===== config.mk =====
export PLATFORM = sky130hd
export DESIGN_NAME = encoder_velocity_sampler
export DESIGN_NICKNAME = d
export VERILOG_FILES = /design/src/rtl/encoder_pkg.sv /design/src/rtl/encoder_velocity_sampler_window_timer.sv /design/src/rtl/encoder_velocity_sampler.sv
export SDC_FILE = /design/constraint.sdc
export NUM_CORES = 1
export LEC_CHECK = 0
export BUFFER_PORTS_ARGS = -buffer_cell sky130_fd_sc_hd__buf_4
export CORE_MARGIN = 2
export CORE_UTILIZATION = 30
export CTS_CLUSTER_SIZE = 12
export DETAILED_ROUTE_END_ITERATION = 8
export PLACE_DENSITY = 0.48
export SYNTH_ARGS = -nofsm -noshare
export SYNTH_HDL_FRONTEND = slang
export SYNTH_SLANG_ARGS = --single-unit

===== constraint.sdc =====
create_clock -name clk -period 4.7 [get_ports clk]
set_input_delay 0.235 -clock clk [delete_from_list [all_inputs] [get_ports clk]]
set_output_delay 0.235 -clock clk [all_outputs]
set_load 0.005 [all_outputs]

===== src/rtl/encoder_pkg.sv =====
// rtl/encoder_pkg.sv - shared types, constants and saturation helper for the encoder velocity sampler
package encoder_pkg;

  typedef enum logic [1:0] {
    IDLE,
    PRIME,
    MEASURE
  } sampler_state_e;

  // Shortest window the sampler will run; smaller programmed periods are raised to this.
  localparam int MIN_PERIOD = 2;

  // Clamp a sign-extended delta into the signed range of a vel_width-bit result.
  function automatic logic signed [63:0] sat_signed(input logic signed [63:0] delta,
                                                    input int vel_width);
    logic signed [63:0] max_v;
    logic signed [63:0] min_v;
    max_v = (64'sd1 <<< (vel_width - 1)) - 64'sd1;
    min_v = -max_v - 64'sd1;
    if (delta > max_v) begin
      return max_v;
    end else if (delta < min_v) begin
      return min_v;
    end else begin
      return delta;
    end
  endfunction

endpackage


===== src/rtl/encoder_velocity_sampler_window_timer.sv =====
// rtl/encoder_velocity_sampler_window_timer.sv - loadable down-counter with terminal-count flag
module window_timer #(
  parameter int WIDTH = 24
) (
  input  logic             clk,
  input  logic             reset,
  input  logic             load,
  input  logic [WIDTH-1:0] load_value,
  input  logic             dec,
  output logic             tc
);

  logic [WIDTH-1:0] count;

  // Reload has priority; otherwise count down and park at zero.
  always_ff @(posedge clk or posedge reset) begin
    if (reset) begin
      count <= '0;
    end else if (load) begin
      count <= load_value;
    end else if (dec && (count != '0)) begin
      count <= count - WIDTH'(1);
    end
  end

  assign tc = (count == '0);

endmodule


===== src/rtl/encoder_velocity_sampler.sv =====
// rtl/encoder_velocity_sampler.sv - windowed encoder delta sampler with saturation, handshake and stall tracking
module encoder_velocity_sampler
  import encoder_pkg::*;
#(
  parameter int COUNT_WIDTH   = 32,
  parameter int PERIOD_WIDTH  = 24,
  parameter int VEL_WIDTH     = 16,
  parameter int STALL_WINDOWS = 8
) (
  input  logic                    clk,
  input  logic                    reset,
  input  logic                    enable,
  input  logic [PERIOD_WIDTH-1:0] period,
  input  logic [COUNT_WIDTH-1:0]  encoder_count,
  input  logic                    state_change,
  output logic [VEL_WIDTH-1:0]    velocity,
  output logic                    velocity_valid,
  input  logic                    velocity_ready,
  output logic                    overrun,
  output logic                    stalled,
  output logic [15:0]             window_count
);

  sampler_state_e state, state_next;

  logic                    tc;
  logic                    prime;
  logic                    active;
  logic                    window_end;
  logic                    timer_load;
  logic                    timer_dec;
  logic [PERIOD_WIDTH-1:0] period_eff;
  logic [PERIOD_WIDTH-1:0] reload_value;
  logic [COUNT_WIDTH-1:0]  base;
  logic [COUNT_WIDTH-1:0]  delta;
  logic [VEL_WIDTH-1:0]    vel_sat;
  logic [7:0]              stall_cnt;
  logic [8:0]              stall_next;
  logic                    window_moved;

  assign period_eff   = (period < PERIOD_WIDTH'(MIN_PERIOD)) ? PERIOD_WIDTH'(MIN_PERIOD) : period;
  assign reload_value = period_eff - PERIOD_WIDTH'(1);
  // Modular subtraction makes counter wrap transparent; the result is read as signed.
  assign delta        = encoder_count - base;
  assign vel_sat      = VEL_WIDTH'(sat_signed(64'($signed(delta)), VEL_WIDTH));
  assign stall_next   = {1'b0, stall_cnt} + 9'd1;

  assign timer_load   = prime || window_end;
  assign timer_dec    = active && !tc;

  window_timer #(
    .WIDTH (PERIOD_WIDTH)
  ) u_window_timer (
    .clk        (clk),
    .reset      (reset),
    .load       (timer_load),
    .load_value (reload_value),
    .dec        (timer_dec),
    .tc         (tc)
  );

  // Sampler state register.
  always_ff @(posedge clk or posedge reset) begin
    if (reset) begin
      state <= IDLE;
    end else begin
      state <= state_next;
    end
  end

  // Next state and per-cycle strobes; dropping enable aborts from any state.
  always_comb begin
    state_next = state;
    prime      = 1'b0;
    active     = 1'b0;
    window_end = 1'b0;
    if (!enable) begin
      state_next = IDLE;
    end else begin
      case (state)
        IDLE:    state_next = PRIME;
        PRIME: begin
          prime      = 1'b1;
          state_next = MEASURE;
        end
        MEASURE: begin
          active     = 1'b1;
          window_end = tc;
        end
        default: state_next = IDLE;
      endcase
    end
  end

  // Base capture, window counting and the single-entry output sample with overwrite detect.
  always_ff @(posedge clk or posedge reset) begin
    if (reset) begin
      base           <= '0;
      velocity       <= '0;
      velocity_valid <= 1'b0;
      overrun        <= 1'b0;
      window_count   <= '0;
    end else begin
      overrun <= 1'b0;
      if (prime || window_end) begin
        base <= encoder_count;
      end
      if (prime) begin
        window_count <= '0;
      end else if (window_end) begin
        window_count <= window_count + 16'd1;
      end
      if (window_end) begin
        velocity       <= vel_sat;
        velocity_valid <= 1'b1;
        overrun        <= velocity_valid && !velocity_ready;
      end else if (velocity_valid && velocity_ready) begin
        velocity_valid <= 1'b0;
      end
    end
  end

  // Stall tracking: movement clears at once, empty windows count up to the threshold.
  always_ff @(posedge clk or posedge reset) begin
    if (reset) begin
      stall_cnt    <= '0;
      stalled      <= 1'b0;
      window_moved <= 1'b0;
    end else if (!active) begin
      stall_cnt    <= '0;
      stalled      <= 1'b0;
      window_moved <= 1'b0;
    end else if (state_change) begin
      stall_cnt    <= '0;
      stalled      <= 1'b0;
      window_moved <= !window_end;
    end else if (window_end) begin
      window_moved <= 1'b0;
      if (!window_moved) begin
        if (stall_cnt < 8'(STALL_WINDOWS)) begin
          stall_cnt <= stall_cnt + 8'd1;
        end
        stalled <= (stall_next >= 9'(STALL_WINDOWS));
      end
    end
  end

endmodule


==> metrics.yaml, run 1 <==
hold_viol_final: 0
synth_flop_cell: "dfrtp_1"
hp-class: "primary input to asynchronous set/reset pin"
stdcell_count: 1317
final-seq-area_sq_mm: 0.00255
rows: 57
arrival_ps: 4460
synthAdderAreaFrac_pct: 6.11
synth_mux_area_share_pct: 1.39
finalPower_w: 0.00438
ant_nets: 0
finalSetupViolCount: 0
synth_compound_area_share_pct: 24.3
ys_ff_latch: 102
cts_setup_buffers: 0
cp.required_ps: 4950
critPathKind: "register to register"
core_sq_mm: 0.0244
drc: 0
htree_levels: 3
num_antenna_cells: 0
post_drt_via_cell_ratio: 5.14
grt_pass1_wl_mm: 35.0
fin_skew_ps: 11.9
fin_util_pct: 36.3
start_util_pct: 30.7
rsz0062_at_grt: "no"
cts_buffers: 9
crit_path_max_fanout: 14
finalNetCount: 1085
cts.clk_slew.worst_paths_ps: 80
syn2layout_area_growth_pct: 18.2
period_needed_ps: 4210
dieArea_sq_mm: 0.0263
async_flop_share_pct: 100
ys_warn_count: 0
power_leakage_nw: 3.93
vias: 6773
fillers: 2577
drt_iter0_drc: 363
syn_area_sq_mm: 0.00750
synth_nets: 1004
track_usage_pct: 16.5
place_congestion: 0.850
yosys.area_share.simple_pct: 24.1
io_buffers: 95
layout_common_cells: "nand2_1 (119), buf_4 (110), dfrtp_1 (102)"
clkSinkCount: 102
ir_drop_mv: 0.196
final_common_cell: "nand2_1"
dp_hpwl_mm: 15.7
critPathCaptureType: "register"
grt_pass1_vias: 6718
cts_root_buf: "clkbuf_16"
routed_wl_mm: 21.1
outcome: "finished clean"
drt-wirelength-per-cell_um: 16.0
max-cap-violations: 0
grt_max_degree: 84
cts_hold_buf: 0
dpl.cell_count: 1301
clock_path_buffers: 2
synth_edf_count: 0
layout-drive-gt1-share_pct: 17.3
synth_cell_types: 94
finalCritPeriodShare_pct: 89.5
yosysSeqAreaShare_pct: 34.1
design_area_sq_mm: 0.00886
worst_setup_path_start_kind: "register"
r2r_setup_slack_ps: 490
cts_tree: "yes"
p_per_area_mw_per_mm2: 494
syn_area_per_cell_sq_um: 8.26
gr-total-overflow: 0
synth-xor-area-share_pct: 5.02
ctsResizeCount: 0
clk_latency_ps: 360
drv_slew: 0
die_w_um: 162
multi_input_area_sq_mm: 0.00458
drt_first_pass_iters: 4
num_io_pins: 96
max_freq_ghz: 0.238
netlist_instances: 907
tns_ps: 0
antenna_found_initial: 0
max_slew.worst_pin.slew_ps: 862
maxSlewHeadroom_pct: 42.5
place_area_sq_mm: 0.00855
synth_top_family_by_area: "compound AO/OA/AOI/OAI gates"
fp.dieH_um: 162
## where the power goes
part	switching [W]	internal, W
clock network	0.000397	0.000428
registers	0.000155	0.00109
logic	0.00141	0.000905
total	0.00196	0.00242
## critical path: stages (launching register included)
cell,delay (ps)
dfrtp_1,400
ha_1,220
fa_1,390
nand2b_1,190
a21o_1,220
a2111oi_2,450
nor3_4,90
o31ai_1,280
xnor2_1,180
nand2_1,70
or4b_1,480
or4_1,690
a21boi_1,240
a31o_1,190
## cells in the mapped netlist, types with 9 or more instances
master      n  area [sq um]
nand2_1   119           447
dfrtp_1   102          2550
nor2_1     93           349
o21ai_0    73           365
a21oi_1    57           285
inv_1      48           180
ha_1       35           438
xor2_1     25           219
clkbuf_1   20          75.1
nand4_1    19           119
xnor2_1    18           158
nor3_1     17          85.1
a211oi_1   16           120
nand3_1    16          80.1
a21o_1     13          97.6
a22o_1     12           105
nor4_1     12          75.1
or3_1      12          75.1
and2_1     10          62.6
o21bai_1    9          67.6
## sequential cells by signal, indices dropped and copies added, names as in the netlist
signal	count
base	32
u_window_timer.count	24
stalled	1
overrun	1
stall_cnt	8
velocity_valid	1
velocity	16
window_moved	1
state	2
window_count	16
## routing by layer
metal	share of wire, %	GRT usage [%]
met1	48	21.4
met2	47	28.2
met3	3.2	2.53
met4	2.1	5.35
met5	0	0
## worst paths after layout
| check | depth (start not counted) | start | to |
|---|---|---|---|
| max in group asynchronous | 3 | reset | base[18] |
| min in group clk | 3 | encoder_count[25] | base[25] |
| max reg2reg | 13 | base[0] | velocity[9] |
| min reg2reg | 1 | stall_cnt[6] | stall_cnt[6] |
| min | 2 | reset | overrun |
| max | 13 | base[0] | velocity[9] |
## cell type report
cell class                      count  share of cell area, %
Clock buffer                        9                   2.54
Clock inverter                      7                   1.00
Inverter                           48                   2.06
Multi-Input combinational cell    717                   51.7
Sequential cell                   102                   28.8
Tap cell                          324                   4.57
Timing Repair Buffer              110                   9.32
## logic make-up (layout without fill, tap and decap cells)
group / after synthesis / count (layout)
adders and majority gates: 36 / 36
xor gates and xnor gates: 43 / 43
buffers and inverters: 88 / 174
muxes: 10 / 10
DFF: 102 / 102
and+or+nand+nor: 362 / 362
AOI/OAI and AO/OA: 266 / 266
## stage by stage
| stage | setup slack, ps | hold slack (ps) |
|---|---|---|
| after floorplan | 725 | 347 |
| after global placement | 456 | 452 |
| after detailed placement | 485 | 458 |
| after CTS | 446 | 71.2 |
| after global routing | 213 | 83.0 |
| final | 493 | 44.8 |
No activity file was read; power rests on OpenSTA's default activity.
==> run 2, diff against run 1 <==
BUFFER_PORTS_ARGS = default   (was -buffer_cell sky130_fd_sc_hd__buf_4)
DONT_BUFFER_PORTS = 1   (was default)
GPL_TIMING_DRIVEN = 0   (was default)
PLACE_DENSITY = 0.45   (was 0.48)
SLEW_MARGIN = 10   (was default)
==> metrics.yaml, run 2 (synthesis results as in run 1) <==
finalPower_w: 0.00449  # +2.7%
detailedPlace.worstSlack_ps: -379  # -865 ps
path_buf_inv: 0  # unchanged
outcome: "finished clean"
gr-total-overflow: 0  # unchanged
design_area_sq_mm: 0.00858  # -3.2%
place_area_sq_mm: 0.00793  # -7.2%
num_antenna_cells: 0  # unchanged
dieArea_sq_mm: 0.0263  # unchanged
fin_skew_ps: 14.5  # +2.57 ps
clock_path_buffers: 2  # unchanged
finalWorstSetupSlack_ps: 242  # -251 ps
maxSlewHeadroom_pct: 53.2  # +11 points
finalSetupViolCount: 0  # unchanged
routed_wl_mm: 23.0  # +9.2%
grt_max_degree: 79  # -6.0%
place_congestion: 0.865  # +1.7%
slowest_stage: "dfrtp_1"
top_regs: "base (32), u_window_timer.count (24)"
period_needed_ps: 4460  # +251 ps
wl_met2_mm: 10.9  # +9.9%
critPathKind: "register to register"
critPathCaptureType: "register"
worst_setup_path_start_kind: "register"
drc: 0  # unchanged
die_w_um: 162  # unchanged
drt_iter0_drc: 400  # +10%
ant_nets: 0  # unchanged
dp_hpwl_mm: 17.1  # +8.9%
fillers: 2629  # +2.0%
layout_common_cells: "nand2_1 (119), dfrtp_1 (102), nor2_1 (93)"
start_util_pct: 30.7  # unchanged
largest_reg_flops: 32  # unchanged
cp.required_ps: 4950  # about the same
clkSinkCount: 102  # unchanged
power_leakage_nw: 3.61  # -8.1%
final_common_cell: "nand2_1"
crit_family: "simple AND/OR/NAND/NOR gates"
htree_levels: 3  # unchanged
wl_met3_mm: 1.33  # +96%
finalCritPeriodShare_pct: 94.9  # +5.3 points
max-cap-violations: 0  # unchanged
cts_tree: "yes"
finalNetCount: 1043  # -3.9%
antenna_found_initial: 0  # unchanged
cts_buffers: 9  # unchanged
m1WireLength_mm: 10.4  # +3.9%
crit_chain: "nor4_4 -> and4_4 -> a31oi_2 -> or3_1 -> o21ai_2 -> ha_1 -> o21ai_0 -> a211oi_2 -> and2_1 -> o211ai_1 -> or2_2 -> nor2b_2 -> nand2_1 -> a2111o_1 -> and3_1"
arrival_ps: 4710  # +250 ps
drt_first_pass_iters: 4  # unchanged
syn2layout_area_growth_pct: 14.4
layout-drive-gt1-share_pct: 8.41  # -8.9 points
grt_pass1_wl_mm: 36.8  # +5.1%
fin_util_pct: 35.2  # -1.2 points
num_io_pins: 96  # unchanged
drt-wirelength-per-cell_um: 18.1  # +13%
hold_viol_final: 0  # unchanged
cts_root_buf: "clkbuf_16"
slowest_delay_ps: 470  # -220 ps
io_buffers: 0  # -100%
track_usage_pct: 17.6  # +1.1 points
clk_latency_ps: 360  # about the same
p_per_area_mw_per_mm2: 524  # +6.1%
top_layer_used: "met4"
max_freq_ghz: 0.224  # -5.6%
rsz0062_at_grt: "no"
rows: 57  # unchanged
max_slew.worst_pin.slew_ps: 703  # -160 ps
core_sq_mm: 0.0244  # unchanged
top_register: "base"
ir_drop_mv: 0.187  # -4.7%
vias: 6788  # +0.22%
drv_slew: 0  # unchanged
fp.dieH_um: 162  # unchanged
grt_pass1_vias: 6687  # -0.46%
hp-class: "primary input to register"
cts.clk_slew.worst_paths_ps: 80  # about the same
crit_path_max_fanout: 6  # -8
post_drt_via_cell_ratio: 5.32  # +3.5%
## run 2: cell types whose count changed in the layout (fill, tap and decap cells not counted), moves of 2 or more
| cell | change |
|---|---|
| buf_2 | +7 |
| buf_4 | -108 |
| nor4_2 | -2 |
| nor4_4 | +2 |
| buf_6 | +5 |
| buf_1 | +7 |
| clkbuf_1 | +20 |
| dlygate4sd3_1 | +26 |
## run 2: what timing repair did
action                                 4_1_cts  5_1_grt
gates resized for setup                      1        6
endpoints found under the hold margin       49        0
hold buffers                                26        0
pin swaps                                    1        0
setup endpoints to repair                    3        2
buffers inserted                             1        0
cloned                                       0        0
## run 2: where the power goes
| part | leakage (nW) | switching (W) | internal (W) |
|---|---|---|---|
| Clock | 0.166 | 0.000390 | 0.000492 |
| Sequential | 1.34 | 0.000169 | 0.00109 |
| Combinational | 2.10 | 0.00144 | 0.000921 |
## run 2: final timing paths
path | from | end | slack [ps] | depth (start not counted)
hold / removal | encoder_count[22] | base[22] | 4 | 2
setup reg to reg | u_window_timer.count[20] | u_window_timer.count[20] | 240 | 15
min in group asynchronous | reset | stall_cnt[0] | 310 | 2
max in group asynchronous | reset | base[24] | 3690 | 3
hold reg to reg | stall_cnt[6] | stall_cnt[6] | 490 | 1
setup / recovery | u_window_timer.count[20] | u_window_timer.count[20] | 240 | 15
## run 2: final cells by class
class / count / area (sq um) / share of cell area [%]
clock inverter: 6 / 103 / 1.20
buffer: 40 / 200 / 2.33
sequential: 102 / 2550 / 29.8
tap: 324 / 405 / 4.73
timing repair buffer: 28 / 295 / 3.44
inverter: 48 / 185 / 2.16
clock buffer: 10 / 239 / 2.79
multi-input combinational: 717 / 4600 / 53.6
## run 2: through the flow
stage | hold slack [ps] | std cells | setup TNS [ps]
after global placement | 353 | 1231 | -711
after detailed placement | 75.5 | 1232 | -557
after floorplan | 347 | 907 | 0
final | 3.58 | 1275 | 0
after global routing | 8.78 | 1275 | 0
after CTS | 0.638 | 1275 | 0
## run 2: per-layer routing
| layer | vias up | GRT usage, % |
|---|---|---|
| li1 | 3354 | - |
| met1 | 3250 | 23.0 |
| met2 | 167 | 29.5 |
| met3 | 17 | 3.70 |
| met4 | 0 | 4.79 |
| met5 | - | 0 |
